`config.mk`:
```
export PLATFORM = sky130hd
export DESIGN_NAME = warp_dispatcher
export DESIGN_NICKNAME = d
export VERILOG_FILES = /design/src/rtl/warp_dispatcher_pkg.sv /design/src/rtl/warp_dispatcher_kernel_fifo.sv /design/src/rtl/warp_dispatcher.sv
export SDC_FILE = /design/constraint.sdc
export NUM_CORES = 1
export LEC_CHECK = 0
export ABC_AREA = 1
export CAP_MARGIN = 20
export CORE_MARGIN = 2
export CORE_UTILIZATION = 60
export DETAILED_ROUTE_END_ITERATION = 6
export GPL_ROUTABILITY_DRIVEN = 0
export GPL_TIMING_DRIVEN = 0
export HOLD_SLACK_MARGIN = 0.03
export PLACE_DENSITY = 0.85
export SYNTH_ARGS = -nofsm -noshare
export SYNTH_HDL_FRONTEND = slang
export SYNTH_SLANG_ARGS = --single-unit
```
`constraint.sdc`:
```
create_clock -name clk -period 12.8 [get_ports clk]
set_clock_uncertainty 0.1 [all_clocks]
set_input_delay 3.2 -clock clk [delete_from_list [all_inputs] [get_ports clk]]
set_output_delay 3.2 -clock clk [all_outputs]
set_load 0.01 [all_outputs]
```
`src/rtl/warp_dispatcher_pkg.sv`:
```
// Shared types for the warp dispatcher slice.
// Kernel descriptor layout and identifier widths.
package warp_dispatcher_pkg;

  localparam int WARP_ID_W     = 4;
  localparam int THREAD_COUNT  = 8;
  localparam int NUM_CORES_DEF = 4;

  localparam logic [WARP_ID_W-1:0] INVALID_WARP = 4'hF;

  typedef struct packed {
    logic [WARP_ID_W-1:0]    warp_id;
    logic [THREAD_COUNT-1:0] thread_count;
    logic [31:0]             start_pc;
  } kernel_t;

  localparam kernel_t IDLE_KERNEL = '{
    warp_id:      INVALID_WARP,
    thread_count: '0,
    start_pc:     '0
  };

endpackage

```
`src/rtl/warp_dispatcher_kernel_fifo.sv`:
```
// Synchronous kernel descriptor FIFO.
// Push is refused when full, regardless of a same-cycle pop.
module kernel_fifo
  import warp_dispatcher_pkg::*;
#(
  parameter int DEPTH = 4
) (
  input  logic                   clk,
  input  logic                   rst_n,
  input  logic                   push,
  input  logic                   pop,
  input  kernel_t                wdata,
  output kernel_t                rdata,
  output logic                   full,
  output logic                   empty,
  output logic [$clog2(DEPTH):0] count
);

  localparam int AW = $clog2(DEPTH);

  kernel_t        mem_q [DEPTH];
  logic [AW-1:0]  wr_q, wr_d;
  logic [AW-1:0]  rd_q, rd_d;
  logic [AW:0]    cnt_q, cnt_d;
  logic           do_push;
  logic           do_pop;

  assign full  = (cnt_q == (AW+1)'(DEPTH));
  assign empty = (cnt_q == '0);
  assign count = cnt_q;
  assign rdata = mem_q[rd_q];

  always_comb begin
    do_push = push && !full;
    do_pop  = pop && !empty;
    wr_d    = wr_q + AW'(do_push);
    rd_d    = rd_q + AW'(do_pop);
    cnt_d   = cnt_q + (AW+1)'(do_push)
                    - (AW+1)'(do_pop);
  end

  always_ff @(posedge clk) begin
    if (!rst_n) begin
      wr_q  <= '0;
      rd_q  <= '0;
      cnt_q <= '0;
    end else begin
      wr_q  <= wr_d;
      rd_q  <= rd_d;
      cnt_q <= cnt_d;
    end
  end

  always_ff @(posedge clk) begin
    if (do_push) mem_q[wr_q] <= wdata;
  end

endmodule

```
`src/rtl/warp_dispatcher.sv`:
```
// Kernel front-end: queues descriptors, dispatches round-robin
// to idle SIMD cores and reports completions one per cycle.
module warp_dispatcher
  import warp_dispatcher_pkg::*;
#(
  parameter int NUM_CORES   = NUM_CORES_DEF,
  parameter int QUEUE_DEPTH = 4
) (
  input  logic                                clk,
  input  logic                                rst,
  input  logic                                kernel_valid_in,
  input  kernel_t                             kernel_in,
  output logic                                kernel_ready_out,
  output logic                                drop_out,
  output kernel_t                             core_kernel_out,
  output logic [NUM_CORES-1:0]                core_start_out,
  input  logic [NUM_CORES-1:0]                core_finished_in,
  input  logic [NUM_CORES-1:0][WARP_ID_W-1:0] core_finished_warp_in,
  output logic                                done_valid_out,
  output logic [WARP_ID_W-1:0]                done_warp_id_out,
  output logic [$clog2(NUM_CORES)-1:0]        done_core_id_out,
  output logic                                mismatch_out,
  output logic                                all_idle_out
);

  localparam int CW = $clog2(NUM_CORES);

  typedef logic [NUM_CORES-1:0][WARP_ID_W-1:0] warp_arr_t;

  kernel_t                  head;
  logic                     full, empty;
  logic [$clog2(QUEUE_DEPTH):0] fifo_cnt;
  logic                     push_ok, enq;

  logic [NUM_CORES-1:0]     busy_q, busy_d;
  logic [NUM_CORES-1:0]     pend_q, pend_d;
  warp_arr_t                rec_q, rec_d;
  warp_arr_t                fin_q, fin_d;
  logic [CW-1:0]            rr_q, rr_d;

  logic [NUM_CORES-1:0]     elig;
  logic [CW-1:0]            sel, idx;
  logic                     found, disp;
  logic [CW-1:0]            rep_idx;
  logic                     rep_found;

  logic [NUM_CORES-1:0]     start_q, start_d;
  kernel_t                  kout_q, kout_d;
  logic                     drop_q, drop_d;
  logic                     dv_q, dv_d;
  logic [WARP_ID_W-1:0]     dw_q, dw_d;
  logic [CW-1:0]            dc_q, dc_d;
  logic                     mm_q, mm_d;
  logic                     idle_q, idle_d;

  assign push_ok = kernel_valid_in && !full;
  assign enq     = push_ok && (kernel_in.thread_count != '0);

  kernel_fifo #(.DEPTH(QUEUE_DEPTH)) u_fifo (
    .clk   (clk),
    .rst_n (rst),
    .push  (enq),
    .pop   (disp),
    .wdata (kernel_in),
    .rdata (head),
    .full  (full),
    .empty (empty),
    .count (fifo_cnt)
  );

  // Round-robin scan starting at rr_q, wrapping by width truncation.
  always_comb begin
    elig  = ~busy_q & ~pend_q;
    sel   = '0;
    idx   = '0;
    found = 1'b0;
    for (int k = 0; k < NUM_CORES; k++) begin
      idx = rr_q + CW'(k);
      if (!found && elig[idx]) begin
        sel   = idx;
        found = 1'b1;
      end
    end
    disp = found && !empty;
  end

  always_comb begin
    rep_idx   = '0;
    rep_found = 1'b0;
    for (int k = NUM_CORES - 1; k >= 0; k--) begin
      if (pend_q[k]) begin
        rep_idx   = CW'(k);
        rep_found = 1'b1;
      end
    end
  end

  always_comb begin
    busy_d = busy_q;
    pend_d = pend_q;
    rec_d  = rec_q;
    fin_d  = fin_q;
    rr_d   = rr_q;
    for (int i = 0; i < NUM_CORES; i++) begin
      if (core_finished_in[i] && busy_q[i]) begin
        busy_d[i] = 1'b0;
        pend_d[i] = 1'b1;
        fin_d[i]  = core_finished_warp_in[i];
      end
    end
    // A pending core is never busy, so clearing here cannot collide
    if (rep_found) pend_d[rep_idx] = 1'b0;
    start_d = '0;
    kout_d  = kout_q;
    if (disp) begin
      busy_d[sel]  = 1'b1;
      rec_d[sel]   = head.warp_id;
      rr_d         = sel + CW'(1);
      start_d[sel] = 1'b1;
      kout_d       = head;
    end
  end

  always_comb begin
    drop_d = push_ok && (kernel_in.thread_count == '0);
    dv_d   = rep_found;
    dw_d   = rep_found ? fin_q[rep_idx] : '0;
    dc_d   = rep_found ? rep_idx : '0;
    mm_d   = rep_found && (fin_q[rep_idx] != rec_q[rep_idx]);
    idle_d = (fifo_cnt == '0) && (busy_q == '0)
          && (pend_q == '0);
  end

  always_ff @(posedge clk) begin
    if (!rst) begin
      busy_q  <= '0;
      pend_q  <= '0;
      rec_q   <= '0;
      fin_q   <= '0;
      rr_q    <= '0;
      start_q <= '0;
      kout_q  <= IDLE_KERNEL;
      drop_q  <= 1'b0;
      dv_q    <= 1'b0;
      dw_q    <= '0;
      dc_q    <= '0;
      mm_q    <= 1'b0;
      idle_q  <= 1'b1;
    end else begin
      busy_q  <= busy_d;
      pend_q  <= pend_d;
      rec_q   <= rec_d;
      fin_q   <= fin_d;
      rr_q    <= rr_d;
      start_q <= start_d;
      kout_q  <= kout_d;
      drop_q  <= drop_d;
      dv_q    <= dv_d;
      dw_q    <= dw_d;
      dc_q    <= dc_d;
      mm_q    <= mm_d;
      idle_q  <= idle_d;
    end
  end

  assign kernel_ready_out = !full;
  assign drop_out         = drop_q;
  assign core_kernel_out  = kout_q;
  assign core_start_out   = start_q;
  assign done_valid_out   = dv_q;
  assign done_warp_id_out = dw_q;
  assign done_core_id_out = dc_q;
  assign mismatch_out     = mm_q;
  assign all_idle_out     = idle_q;

endmodule
```
---- After elaboration in Yosys (flattened, before gate mapping) ----
Memory sizes are Yosys's and may differ from the RTL's. A register that Yosys moved wholly into a read port is not among the register bits.
Index checks and enable logic that the tools add are counted.
storage, ports and cells
  register bits after elaboration ......... 107
  bits in latches ......................... 0
  bits in writable memories ............... 176
  ROM bits ................................ 0
  bits of input ports ..................... 67
  output and inout port bits .............. 59
  memories ................................ 1
memories
  memory        words  bits a word  read ports  clocked after memory_dff  wr ports  RTL line                           text
  u_fifo.mem_q  4      44           1           1                         1         warp_dispatcher_kernel_fifo.sv:21  kernel_t mem_q [DEPTH];
operators by class
  add/subtract/negate cells ............... 8
  multipliers ............................. 0
  divide/modulo/power cells ............... 0
  $lt $le $gt $ge ......................... 8
  eq/ne operators ......................... 2
  shift operators ......................... 0
  multiplexer cells ....................... 48
  bitwise gates (word level) .............. 6
  reduce and logical (&&, ||, !) cells .... 30
operators by type and width
  cell                                                                                 number
  1-bit 2-to-1 mux                                                                     24
  4-bit 2-to-1 mux                                                                     5
  1-bit logical AND                                                                    18
  2-bit by 3-bit less-than comparator with 1-bit output, second input constant         6
  2-bit 2-to-1 mux                                                                     9
  4-bit binary-select mux with 2-bit select                                            2
  16-bit bitwise mux                                                                   1
  4-bit NOT                                                                            3
  4-bit bitwise AND                                                                    2
  1-bit binary-select mux with 2-bit select                                            4
  4-bit demux with 2-bit select                                                        1
  4-bit logical NOT                                                                    2
  8-bit logical NOT                                                                    1
  8-bit nonzero test                                                                   1
  1-bit logical NOT                                                                    5
  2-bit by 1-bit adder with 2-bit output                                               2
  2-bit by 1-bit adder with 2-bit output, second input constant                        2
  2-bit adder, second input constant                                                   2
  1-bit demux with 2-bit select                                                        2
  2-bit by 1-bit greater-or-equal comparator with 1-bit output, second input constant  2
  4-bit != test                                                                        1
  4-bit OR                                                                             1
  2-bit AND reduction                                                                  2
  3-bit by 1-bit adder with 3-bit output                                               1
  3 further kinds                                                                      3

---- Longest topological paths before layout ----
  word-level depth ........................ 20
  depth in mapped cells ................... 18
  depth with buffers taken out ............ 16

---- Modules after synthesis ----
Synthesis repeated with hierarchy kept, for this count alone.
second synthesis, totals
  cell total of the unflattened synthesis .. 1080
  area, all modules ....................... 11205.7 um2
modules (own cells, without submodules)
  module           instances  cells each  area each (um2)  sequential area each (um2)
  kernel_fifo      1          478         6946.7           5425.2
  warp_dispatcher  1          602         4259.1           2001.9

---- Least setup slack after synthesis ----
OpenSTA, ideal clock, no wires.
  path type ............................... input to register
  start ................................... input port kernel_in[35] in the netlist's numbering
  end ..................................... memory u_fifo.mem_q[0][0] in the netlist's numbering (enable)
  setup time .............................. 0.500 ns
  arrival ................................. 6.706 ns
  required time ........................... 12.200 ns
  path slack .............................. 5.494 ns
  stages .................................. 4
  buffers on the path ..................... 0
  cells stage by stage .................... nor4_1 -> and2_1 -> or2_2 -> nor3_1
between the ends
  cells in the longest elaborated chain, start to end .. 5
ends and longest elaborated chain
  item                                    RTL line                           text
  start, declared                         warp_dispatcher.sv:12              input kernel_t kernel_in,
  8-bit nonzero test                      warp_dispatcher.sv:57              assign enq = push_ok && (kernel_in.thread_count != '0);
  1-bit logical AND                       warp_dispatcher.sv:57
  1-bit logical AND                       warp_dispatcher_kernel_fifo.sv:34  do_push = push && !full;
  1-bit 2-to-1 mux                        warp_dispatcher_kernel_fifo.sv:55  if (do_push) mem_q[wr_q] <= wdata;
  1-bit 2-to-1 mux (not written as such)  warp_dispatcher_kernel_fifo.sv:55
  end, declared                           warp_dispatcher_kernel_fifo.sv:21
No other way between the ends.

---- Worst setup path after layout ----
  start ................................... input port kernel_in[35] in the netlist's numbering
  end ..................................... memory u_fifo.mem_q[1][9] in the netlist's numbering (enable)
The elaborated chain is that of the path after synthesis.

==> reports/results.md <==
| Step | Result | Value |
|---|---|---|
| timing | Upper clock frequency limit | 182 MHz |
| die | Core ar. | 18,000 µm² |
| global route | Number of global-route vias before repair | 8,683 |
| placed design | Minimum setup slack after placement | 6.74 ns |
| timing | Setup-failing EPs final | 0 |
| timing | Slew headroom | 48.8% |
| clock tree | Clock Pin Slew Worst Setup and Hold Paths | 0.06 ns |
| placed design | Area of placed instances | 12,800 µm² |
| clock tree | Post-CTS setup-driven buffer insertion count | 0 |
| power | Areal power density over the cells | 238 nW/µm² |
| clock tree | Cell at the root of the clock tree | sky130_fd_sc_hd__clkbuf_16 |
| worst setup path | Depth of the worst register-to-register path | 16 |
| yosys | Post-synthesis cell type with the largest combined area | sky130_fd_sc_hd__edfxtp_1 |
| worst setup path | Crit Path Max Fanout | 11 |
| global route | Maximum number of pins on one net before global-route repair | 16 |
| global route | Total global routing overflow | 0 |
| worst setup path | Worst path most repeated cell | sky130_fd_sc_hd__buf_6 |
| yosys | Post-synthesis net count | 1,138 |
| global route | GRT Total Usage | 28.8% |
| clock tree | Maximum root-to-sink buffer count | 3 |
| die | Placement row count | 49 |
| clock tree | CTS Sinks | 283 |
| power | Peak supply drop | 0.149 mV |
| timing | Max-slew violation count | 0 |
| hold path | Kind of path behind the tightest hold check | flip-flop to flip-flop |
| global route | Antenna violations before repair | 1 |
| yosys | Flops & latches, synth | 283 |
| power | Leak | 5.23 nW |
| cells and area | Post-Layout Inst Area | 13,700 µm² |
| timing | Final hold slack | 0.360 ns |
| global route | First-pass GRT wire length | 44,500 µm |
| detailed routing | Router iterations before antenna repair | 5 |
| timing | Period utilization | 43.0% |
| detailed routing | Final ANT Viol Nets | 0 |
| yosys | Sequential share of the synthesized area | 67.4% |
| yosys | Number of warnings printed during yosys synthesis | 0 |
| clock tree | H-tree lvl count | 1 |
| detailed routing | Total number of vias | 8,825 |
| worst setup path | Type of the worst setup path | input port to flip-flop |
| die | Effective utilization at floorplan | 61.3% |
| worst setup path | Critical path data arrival time | 5.67 ns |
| timing | Post-layout minimum cycle time | 5.51 ns |
| cells and area | Fraction of final layout cells with drive strength greater than 1 | 7.72% |
| timing | Final Hold Viols | 0 |
| die | Boundary Pins | 126 |
| placed design | Cell Count Post-Placement | 1,434 |
| cells and area | Final design utilization | 76.4% |
| placed design | HPWL after detailed placement | 18,300 µm |
| placed design | Number of input and output port buffers inserted | 125 |
| yosys | Mapped Area | 11,000 µm² |
| clock tree | CTS tree | yes |
| die | Die boundary width | 139 µm |
| worst setup path | Highest cell delay on the worst timing path | 0.61 ns |
| timing | Worst-Margin Slew | 0.763 ns |
| clock tree | Post-CTS sizing | 0 |
| cells and area | Growth of design area from synthesis to finish | 24.7% |
| worst setup path | Startpoint type of the worst setup path | input port |
| die | Die area | 19,500 µm² |
| timing | Total negative slack | 0 ns |
| yosys | Post-Synthesis Mean Instance Area | 10.4 µm² |
| outcome | Result of the run | complete, no violations |
| timing | Unrepaired setup endpoints after global routing | false |
| cells and area | Diodes inserted | 0 |
| clock tree | Cts-stage hold buffer count | 0 |
| yosys | Proportion of netlist area held by the largest area contributor | 48.0% |
| detailed routing | DRT Wirelength | 28,300 µm |
| cells and area | Cell Count, Final, Fillers Out | 1,486 |
| worst setup path | Critical-path cell list | clkdlybuf4s50_1, nor4_1, and2_1, or2_2, nor3_2, buf_6, buf_6, buf_8 |
| clock tree | Clock insertion delay at the later pin of the skew report | 0.55 ns |
| detailed routing | Detail-routed via count per cell | 5.94 |
| yosys | Distinct cell type count after synthesis | 34 |
| yosys | Top cells by area in the synthesized netlist | sky130_fd_sc_hd__edfxtp_1 (48%), sky130_fd_sc_hd__dfxtp_1 (19%), sky130_fd_sc_hd__nor2_1 (8.1%) |
| yosys | Synthesized instance count | 1,062 |
| worst setup path | Nature of the critical path endpoint | flip-flop |
| detailed routing | Detailed-route wire length per cell | 19.0 µm |
| worst setup path | CP max-delay cell | sky130_fd_sc_hd__clkdlybuf4s50_1 |
| detailed routing | DRC violation count after routing | 0 |
| job | Max-cap violations | 0 |
| hold path | Cell depth of the worst hold path | 2 |
| power | Final total power | 3.27 mW |
| die | Die Ht | 139 µm |
| detailed routing | Number of DRC violations after detailed-routing iteration 0 | 796 |
| clock tree | Num CTS Buffers | 28 |
| timing | Fin worst setup slack | 7.29 ns |
| worst setup path | Req. time, crit path | 12.96 ns |
| cells and area | Fin nets | 1,311 |
cell usage after synthesis:
library cell and number:
sky130_fd_sc_hd__nor2_2 2, sky130_fd_sc_hd__buf_4 1, sky130_fd_sc_hd__nor2_1 239, sky130_fd_sc_hd__buf_6 5
sky130_fd_sc_hd__nor4_1 3, sky130_fd_sc_hd__nand2_4 1, sky130_fd_sc_hd__fa_1 1, sky130_fd_sc_hd__a211oi_1 2
sky130_fd_sc_hd__clkbuf_1 32, sky130_fd_sc_hd__inv_2 1, sky130_fd_sc_hd__nand3b_1 3, sky130_fd_sc_hd__xnor2_1 3
sky130_fd_sc_hd__dfxtp_1 107, sky130_fd_sc_hd__nor3_1 7, sky130_fd_sc_hd__and2_1 1, sky130_fd_sc_hd__nand4_4 1
sky130_fd_sc_hd__nand3_2 6, sky130_fd_sc_hd__edfxtp_1 176, sky130_fd_sc_hd__o21ai_0 122, sky130_fd_sc_hd__nand2b_1 3
sky130_fd_sc_hd__o21ai_1 24, sky130_fd_sc_hd__a21oi_1 25, sky130_fd_sc_hd__nand2_1 127, sky130_fd_sc_hd__buf_1 5
sky130_fd_sc_hd__clkinv_1 2, sky130_fd_sc_hd__nand3_1 41, sky130_fd_sc_hd__or2_2 1, sky130_fd_sc_hd__buf_2 8
sky130_fd_sc_hd__inv_1 54, sky130_fd_sc_hd__ha_1 8, sky130_fd_sc_hd__inv_4 2, sky130_fd_sc_hd__nand4_1 2
sky130_fd_sc_hd__nand2_2 3, sky130_fd_sc_hd__o22ai_1 44
cells by family after synthesis:
kind of cell / after synthesis / synth area share (%)
and+or+nand+nor: 440 / 16.6
DFF: 283 / 67.4
AOI/OAI and AO/OA: 217 / 10.4
buffers and inverters: 110 / 4.26
adders and majority gates: 9 / 1.09
xor gates and xnor gates: 3 / 0.239
where the power goes:
part | leakage, nW | switching [mW] | internal, mW | total (mW)
clock | 0.464 | 0.349 | 0.483 | 0.831
sequential | 2.49 | 0.0829 | 1.15 | 1.23
combinational | 2.27 | 0.770 | 0.434 | 1.20
worst max-delay path: cells and delay by family:
family                 cells  cell delay (ns)
buffers and inverters      4             1.22
AND/OR/NAND/NOR            4             1.24
cells in the final DEF, fill, tap and decap left out, types with 2 or more instances in the layout:
master | synthesis | final
sky130_fd_sc_hd__edfxtp_1 | 176 | 176
sky130_fd_sc_hd__o21ai_0 | 122 | 122
sky130_fd_sc_hd__inv_1 | 54 | 54
sky130_fd_sc_hd__o22ai_1 | 44 | 44
sky130_fd_sc_hd__bufinv_16 | 0 | 3
sky130_fd_sc_hd__inv_4 | 2 | 2
sky130_fd_sc_hd__nand2_2 | 3 | 3
sky130_fd_sc_hd__nor2_2 | 2 | 2
sky130_fd_sc_hd__buf_1 | 5 | 5
sky130_fd_sc_hd__ha_1 | 8 | 8
sky130_fd_sc_hd__nand4_1 | 2 | 2
sky130_fd_sc_hd__buf_6 | 5 | 21
sky130_fd_sc_hd__a211oi_1 | 2 | 2
sky130_fd_sc_hd__nor3_2 | 0 | 4
sky130_fd_sc_hd__nand2_1 | 127 | 127
sky130_fd_sc_hd__o21ai_1 | 24 | 24
sky130_fd_sc_hd__clkdlybuf4s50_1 | 0 | 125
sky130_fd_sc_hd__nand2b_1 | 3 | 3
sky130_fd_sc_hd__nor3_1 | 7 | 3
sky130_fd_sc_hd__xnor2_1 | 3 | 3
sky130_fd_sc_hd__buf_8 | 0 | 2
sky130_fd_sc_hd__buf_2 | 8 | 8
sky130_fd_sc_hd__nand3_1 | 41 | 41
sky130_fd_sc_hd__nand3_2 | 6 | 6
sky130_fd_sc_hd__a21oi_1 | 25 | 25
sky130_fd_sc_hd__clkbuf_16 | 0 | 28
sky130_fd_sc_hd__nand3b_1 | 3 | 3
sky130_fd_sc_hd__clkinv_2 | 0 | 6
sky130_fd_sc_hd__clkinv_1 | 2 | 6
sky130_fd_sc_hd__clkbuf_1 | 32 | 36
sky130_fd_sc_hd__clkbuf_8 | 0 | 3
sky130_fd_sc_hd__dfxtp_1 | 107 | 107
sky130_fd_sc_hd__nor2_1 | 239 | 239
sky130_fd_sc_hd__nor4_1 | 3 | 3
worst paths after layout:
path	from	endpoint	slack, ns
max	kernel_in[35]	u_fifo.mem_q[1][9]	7.29
min	fin_q[7]	fin_q[7]	0.36
max reg2reg	busy_q[0]	u_fifo.count[2]	9.80
min reg2reg	fin_q[7]	fin_q[7]	0.36
per-layer routing:
| metal | up-vias | GRT usage, % | wire, µm |
|---|---|---|---|
| li1 | 3988 | - | - |
| met1 | 4195 | 35.4 | 10300 |
| met2 | 538 | 50.4 | 14300 |
| met3 | 102 | 5.20 | 2580 |
| met4 | 2 | 11.9 | 1080 |
| met5 | - | 0 | 11 |
state kept, by name, indices dropped and copies added (netlist names), 2 cells and up:
signal and cells:
u_fifo.wr_q 2, u_fifo.mem_q 176, done_core_id_out 2, rr_q 2, done_warp_id_out 4, rec_q 16, pend_q 4, fin_q 16
core_start_out 4, u_fifo.rd_q 2, core_kernel_out 44, u_fifo.count 3, busy_q 4
layout make-up:
cell class / instances / area [µm²]
flip-flops and latches: 283 / 7430
fillers: 1125 / 4240
multi-input cells: 669 / 3140
repair buffers: 143 / 1460
clock buffers: 35 / 757
well taps: 229 / 287
plain buffers: 51 / 243
inverters: 59 / 226
clock inverters: 17 / 190
No activity file was read; power rests on OpenSTA's default activity.
